### src/rtl/ram_pkg.sv
// Shared definitions for the single-port byte-enable RAM with clear sweep.
//   BYTE_W  : width of one byte lane
//   state_e : controller states (ST_INIT = clear sweep, ST_READY = serving requests)
//   clog2   : ceiling log2, used to size the sweep pointer
package ram_pkg;

  localparam int unsigned BYTE_W = 8;

  typedef enum logic {
    ST_INIT  = 1'b0,
    ST_READY = 1'b1
  } state_e;

  // Smallest r with 2**r >= v; returns 0 for v <= 1.
  function automatic int unsigned clog2(input int unsigned v);
    int unsigned r;
    r = 0;
    for (int unsigned i = 0; i < 32; i++) begin
      if ((64'd1 << i) < 64'(v)) r = i + 1;
    end
    return r;
  endfunction

endpackage

### src/rtl/ram_sp_core.sv
// Storage array with per-byte write enables and a registered read port.
//   clk, rst_n : clock, synchronous active-low reset (clears the read register only)
//   we_i       : per-byte write enable, bit i gates wdata_i byte i
//   re_i       : read enable; rdata_o loads mem[addr_i] on the edge
//   addr_i     : word address shared by read and write
//   wdata_i    : write data
//   rdata_o    : registered read data, holds when re_i is low
module ram_sp_core
  import ram_pkg::*;
#(
  parameter int unsigned DATA_W = 32,
  parameter int unsigned ADDR_W = 5,
  parameter int unsigned DEPTH  = 32
) (
  input  logic                     clk,
  input  logic                     rst_n,
  input  logic [DATA_W/BYTE_W-1:0] we_i,
  input  logic                     re_i,
  input  logic [ADDR_W-1:0]        addr_i,
  input  logic [DATA_W-1:0]        wdata_i,
  output logic [DATA_W-1:0]        rdata_o
);

  localparam int unsigned BE_W = DATA_W / BYTE_W;

  logic [DATA_W-1:0] mem [DEPTH];
  logic [DATA_W-1:0] rdata_q;

  // Byte-lane writes; the array itself carries no reset.
  always_ff @(posedge clk) begin
    for (int unsigned i = 0; i < BE_W; i++) begin
      if (we_i[i]) mem[addr_i][i*BYTE_W +: BYTE_W] <= wdata_i[i*BYTE_W +: BYTE_W];
    end
  end

  // Registered read port.
  always_ff @(posedge clk) begin
    if (!rst_n)    rdata_q <= '0;
    else if (re_i) rdata_q <= mem[addr_i];
  end

  assign rdata_o = rdata_q;

endmodule

### src/rtl/ram_sp_be_init.sv
// Single-port synchronous RAM with byte enables, range checking and a clear sweep.
//   clk, rst_n : clock, synchronous active-low reset (restarts the sweep)
//   ena, wena  : request strobe and direction (1 = write)
//   addr       : word address
//   wdata, be  : write data and byte enables
//   clr        : pulse that starts a clear sweep writing INIT_V to every word
//   rdata      : registered read data, valid when rvalid pulses
//   rvalid     : read data valid pulse
//   busy       : clear sweep in progress
//   err        : pulse for an out-of-range or dropped request
module ram_sp_be_init
  import ram_pkg::*;
#(
  parameter int unsigned       DATA_W = 32,
  parameter int unsigned       ADDR_W = 5,
  parameter int unsigned       DEPTH  = (1 << ADDR_W),
  parameter logic [DATA_W-1:0] INIT_V = '0
) (
  input  logic                     clk,
  input  logic                     rst_n,
  input  logic                     ena,
  input  logic                     wena,
  input  logic [ADDR_W-1:0]        addr,
  input  logic [DATA_W-1:0]        wdata,
  input  logic [DATA_W/BYTE_W-1:0] be,
  input  logic                     clr,
  output logic [DATA_W-1:0]        rdata,
  output logic                     rvalid,
  output logic                     busy,
  output logic                     err
);

  localparam int unsigned BE_W  = DATA_W / BYTE_W;
  localparam int unsigned PTR_W = (clog2(DEPTH) < 1) ? 1 : clog2(DEPTH);
  localparam logic [PTR_W-1:0] LAST_PTR = PTR_W'(DEPTH - 1);

  state_e             state_q, state_d;
  logic [PTR_W-1:0]   ptr_q, ptr_d;
  logic               busy_q, busy_d;
  logic               rvalid_q, rvalid_d;
  logic               err_q, err_d;

  logic               in_range;
  logic               accept;
  logic               wr_ok;
  logic               rd_ok;
  logic [BE_W-1:0]    mem_we;
  logic               mem_re;
  logic [ADDR_W-1:0]  mem_addr;
  logic [DATA_W-1:0]  mem_wdata;

  // Request qualification, sweep control and storage port muxing.
  always_comb begin
    state_d   = state_q;
    ptr_d     = ptr_q;
    busy_d    = busy_q;
    mem_we    = '0;
    mem_re    = 1'b0;
    mem_addr  = addr;
    mem_wdata = wdata;

    in_range = (32'(addr) < DEPTH);
    // clr in READY wins over a same-cycle request, which is then dropped.
    accept   = (state_q == ST_READY) && !clr && ena;
    wr_ok    = accept && wena && in_range;
    rd_ok    = accept && !wena && in_range;
    rvalid_d = rd_ok;
    err_d    = ena && !(accept && in_range);

    case (state_q)
      ST_INIT: begin
        mem_addr  = ADDR_W'(ptr_q);
        mem_wdata = INIT_V;
        mem_we    = '1;
        if (clr) begin
          ptr_d = '0;
        end else if (ptr_q == LAST_PTR) begin
          state_d = ST_READY;
          ptr_d   = '0;
          busy_d  = 1'b0;
        end else begin
          ptr_d = ptr_q + PTR_W'(1);
        end
      end
      ST_READY: begin
        mem_we = wr_ok ? be : '0;
        mem_re = rd_ok;
        if (clr) begin
          state_d = ST_INIT;
          ptr_d   = '0;
          busy_d  = 1'b1;
        end
      end
      default: begin
        state_d = ST_INIT;
        ptr_d   = '0;
        busy_d  = 1'b1;
      end
    endcase
  end

  // Controller state and output registers.
  always_ff @(posedge clk) begin
    if (!rst_n) begin
      state_q  <= ST_INIT;
      ptr_q    <= '0;
      busy_q   <= 1'b1;
      rvalid_q <= 1'b0;
      err_q    <= 1'b0;
    end else begin
      state_q  <= state_d;
      ptr_q    <= ptr_d;
      busy_q   <= busy_d;
      rvalid_q <= rvalid_d;
      err_q    <= err_d;
    end
  end

  ram_sp_core #(
    .DATA_W (DATA_W),
    .ADDR_W (ADDR_W),
    .DEPTH  (DEPTH)
  ) u_core (
    .clk     (clk),
    .rst_n   (rst_n),
    .we_i    (mem_we),
    .re_i    (mem_re),
    .addr_i  (mem_addr),
    .wdata_i (mem_wdata),
    .rdata_o (rdata)
  );

  assign rvalid = rvalid_q;
  assign busy   = busy_q;
  assign err    = err_q;

endmodule
### config.mk
export PLATFORM = sky130hd
export DESIGN_NAME = ram_sp_be_init
export DESIGN_NICKNAME = d
export VERILOG_FILES = /design/src/rtl/ram_pkg.sv /design/src/rtl/ram_sp_core.sv /design/src/rtl/ram_sp_be_init.sv
export SDC_FILE = /design/constraint.sdc
export NUM_CORES = 1
export LEC_CHECK = 0
export CAP_MARGIN = 10
export CORE_MARGIN = 5
export CORE_UTILIZATION = 45
export DETAILED_ROUTE_END_ITERATION = 10
export PLACE_DENSITY = 0.63
export SLEW_MARGIN = 20
export SYNTH_ARGS = -nofsm -noshare
export SYNTH_HDL_FRONTEND = slang
export SYNTH_SLANG_ARGS = --single-unit
### constraint.sdc
create_clock -name clk -period 3.2 [get_ports clk]
set_input_delay 0.64 -clock clk [delete_from_list [all_inputs] [get_ports clk]]
set_output_delay 0.64 -clock clk [all_outputs]
set_load 0.02 [all_outputs]
==> impl_metrics.csv <==
group,metric,value,unit
status,run_status,"complete, no violations",
sta,post-route-min-period,3.08,ns
synth,yosys_warnings,0,
pwr,p_sw,5530,uW
pwr,seqPwrFrac,0.537,
layout,fin_area,49000,um^2
worst_setup_path,rrSetupSlack,0.12,ns
floorplanning,dieWidth,311,um
sta,fin_crit_sh,0.962,
sta,relSlewSlack,0.314,
clocking,root_buffer,"clkbuf_16",
pwr,p_per_area,574,nW/um^2
global_routing,gr-total-overflow,0,
route,wl_per_cell,27.1,um
worst_setup_path,rr_startpoint,"state_q",
placed_design,placed_area,45600,um^2
synth,netlist_area,40800,um^2
pwr,internal-power,22600,uW
clocking,cts_setup_buffers,0,
worst_setup_path,critPathLaunchType,"flop",
floorplanning,die_area,96900,um^2
floorplanning,initial_utilization,0.454,
route,finalWirelength,101000,um
pwr,peakVddDrop,536,uV
worst_setup_path,worstPathMaxFanout,19,
pwr,power.leakage,0.0172,uW
route,wl_met1,42200,um
route,drc,0,
synth,yosysSeqAreaShare,0.773,
synth,synth_cells,2048,
layout,fin_cells,3727,
route,met2_length,47500,um
pwr,switching_share,0.196,
placed_design,portBuffers,80,
clocking,clk_latency,0.66,ns
route,dr.max_layer_used,"met4",
clocking,h-tree-depth,3,
sta,fmax,0.325,GHz
layout,nFillCells,6916,
sta,worst_slew_pin_slew,1.03,ns
worst_setup_path,cp.arrival,3.59,ns
pwr,clockPowerShare,0.434,
synth,avgSynthCellArea,19.9,um^2
global_routing,grt_pass1_vias,22100,
global_routing,grt_max_degree,41,
layout,syn_to_final_growth,20.0,%
synth,yosys.cell_types.count,50,
route,drtIter0Drc,2323,
global_routing,grt_antenna_before_repair,1,
placed_design,place_congestion,0.828,
sta,setup_viol,0,
layout,layout.nets,2508,
synth,async_reset_ff_frac,0,
worst_hold_path,min_path_cells,2,
sta,slew_violations,0,
worst_setup_path,critPathCaptureType,"flop",
sta,skew,0.0142,ns
route,vias_per_cell,5.83,
clocking,clock_path_buffers,3,
sta,hold_viol,0,
route,dr_total_vias,21700,
placed_design,hpwlAfterDp,65300,um
worst_setup_path,regToRegEndpoint,"u_core.rdata_o[15]",
sta,rsz0062_at_grt,"no",
synth,synth-seq-cells,1065,
worst_hold_path,hp-class,"flop to flop",
global_routing,grt_pass1_wl,148000,um
clocking,cts_buffers,107,
floorplanning,fp.coreArea,90000,um^2
synth,synth_edf_count,1024,
pwr,pwr-share-comb,0.029,
layout,multi_input_area,8730,um^2
route,met3_length,8380,um
job,cap_violations,0,
layout,layout.area.seq,31600,um^2
global_routing,grt.total_usage,0.204,
clocking,clk_pin_slew,0.06,ns
placed_design,placedCellCount,3527,
worst_setup_path,worst_ep_required_time,3.71,ns
floorplanning,ioPinCount,81,
floorplanning,rows,110,
layout,drive_above_1_share,0.275,
route,ant_nets,0,
clocking,cts_tree,"built",
worst_setup_path,crit_type,"flop to flop",
worst_hold_path,hold_end,"busy",
layout,final_util,0.544,
worst_hold_path,hp-start,"busy",
synth,synth_nets,2096,
route,dr.pass1.iters,6,
synth,synth-main-ff-cell,"edfxtp_1",
floorplanning,die_h,311,um
worst_setup_path,ff2ff_path_depth,7,
clocking,clock-sinks,1065,
## routing by layer
metal  GRT usage  vias to the layer above
li1            -                     9347
met1       0.292                    11300
met2       0.321                      927
met3      0.0415                      160
met4      0.0602                        0
met5           0                        -
## cell usage after synthesis (3+ instances only)
cell / number / share of area
and2_1: 33 / 0.0051
o22ai_1: 64 / 0.0098
mux2i_1: 151 / 0.037
o31ai_1: 6 / 0.0011
dfxtp_1: 41 / 0.020
nor2_1: 135 / 0.012
nor4_1: 5 / 0.00077
a21oi_1: 22 / 0.0027
mux4_2: 178 / 0.098
a2111oi_0: 21 / 0.0045
a22oi_1: 24 / 0.0044
buf_6: 8 / 0.0022
a222oi_1: 32 / 0.0078
nand2_1: 50 / 0.0046
o21ai_0: 36 / 0.0044
clkbuf_1: 42 / 0.0039
a31oi_1: 25 / 0.0038
nor3_1: 22 / 0.0027
edfxtp_1: 1024 / 0.75
a22o_1: 3 / 0.00064
buf_2: 55 / 0.0067
o22a_1: 4 / 0.00086
nor2b_1: 4 / 0.00061
or4_1: 9 / 0.0017
a221oi_1: 5 / 0.0011
buf_4: 11 / 0.0020
nand2b_1: 4 / 0.00061
## registers in the layout (all words and copies together), names as in the netlist
| name | flops |
|---|---|
| busy | 1 |
| rvalid | 1 |
| ptr_q | 5 |
| err | 1 |
| u_core.rdata_o | 32 |
| u_core.mem | 1024 |
| state_q | 1 |
## area by class of cell
cell class | count | area share
sequential | 1065 | 0.644
multi-input combinational | 863 | 0.178
timing repair buffer | 421 | 0.0772
clock buffer | 137 | 0.0592
tap | 1176 | 0.0300
clock inverter | 62 | 0.0111
inverter | 2 | 0.000153
antenna | 1 | 0.0000511
## stage by stage
stage	worst slack [ns]	power (uW)	hold slack (ns)	TNS, ns
finish	0.120	28200	0.539	0
global route	0.0444	29000	0.597	0
CTS	0.144	28300	0.553	0
detailed placement	-0.497	16200	0.539	-4.10
global placement	-0.520	16200	0.517	-4.33
floorplan	0.471	15900	0.516	0
## power groups by stage
stage | sequential (uW) | combinational [uW] | clock [uW]
floorplan | 15400 | 457 | 0
global placement | 15400 | 801 | 0
detailed placement | 15400 | 810 | 0
CTS | 15100 | 811 | 12400
global route | 15100 | 851 | 13000
finish | 15100 | 803 | 12200
## cell usage in the layout (no fill, tap or decap), types with 32 or more instances in the layout
cell type,netlist,routed
o22ai_1,64,63
dfxtp_1,41,40
clkdlybuf4s50_1,0,79
mux2i_1,151,150
nand2_1,50,50
mux4_2,178,178
nor2_1,135,134
edfxtp_1,1024,1024
a222oi_1,32,32
buf_12,0,34
o21ai_0,36,35
clkbuf_16,0,109
and2_1,33,33
buf_4,11,307
## worst max-delay path by stage
stage	cells after the start	from	slack (ns)	endpoint
floorplan	8	addr[0]	0.47	u_core.mem[10][0]
global placement	9	addr[1]	-0.52	u_core.rdata_o[1]
detailed placement	9	addr[1]	-0.50	u_core.rdata_o[1]
CTS	8	state_q	0.14	u_core.rdata_o[1]
global route	8	state_q	0.04	u_core.rdata_o[0]
finish	7	state_q	0.12	u_core.rdata_o[15]
## critical path: stages, from the launching register on
cell and delay (ns):
dfxtp_2 0.59, mux2_8 0.52, buf_12 0.20, buf_12 0.17
buf_12 0.14, mux4_2 0.45, a222oi_1 0.68, a21oi_1 0.14
## kinds of logic after synthesis
family / Yosys count / share of synthesized area
adder cells (fa/ha/maj): 2 / 0.000613
flip-flops: 1065 / 0.773
AO/OA/AOI/OAI: 253 / 0.0438
AND/OR/NAND/NOR: 276 / 0.0312
multiplexers: 332 / 0.136
buffers and inverters: 120 / 0.0152
## timing repair
item,in CTS,in global routing
gates resized for setup,2,1
gates cloned,0,0
setup endpoints to repair,2,1
hold buffers,0,0
pin swaps,0,0
Note: power is estimated with default switching activity, not from simulation.
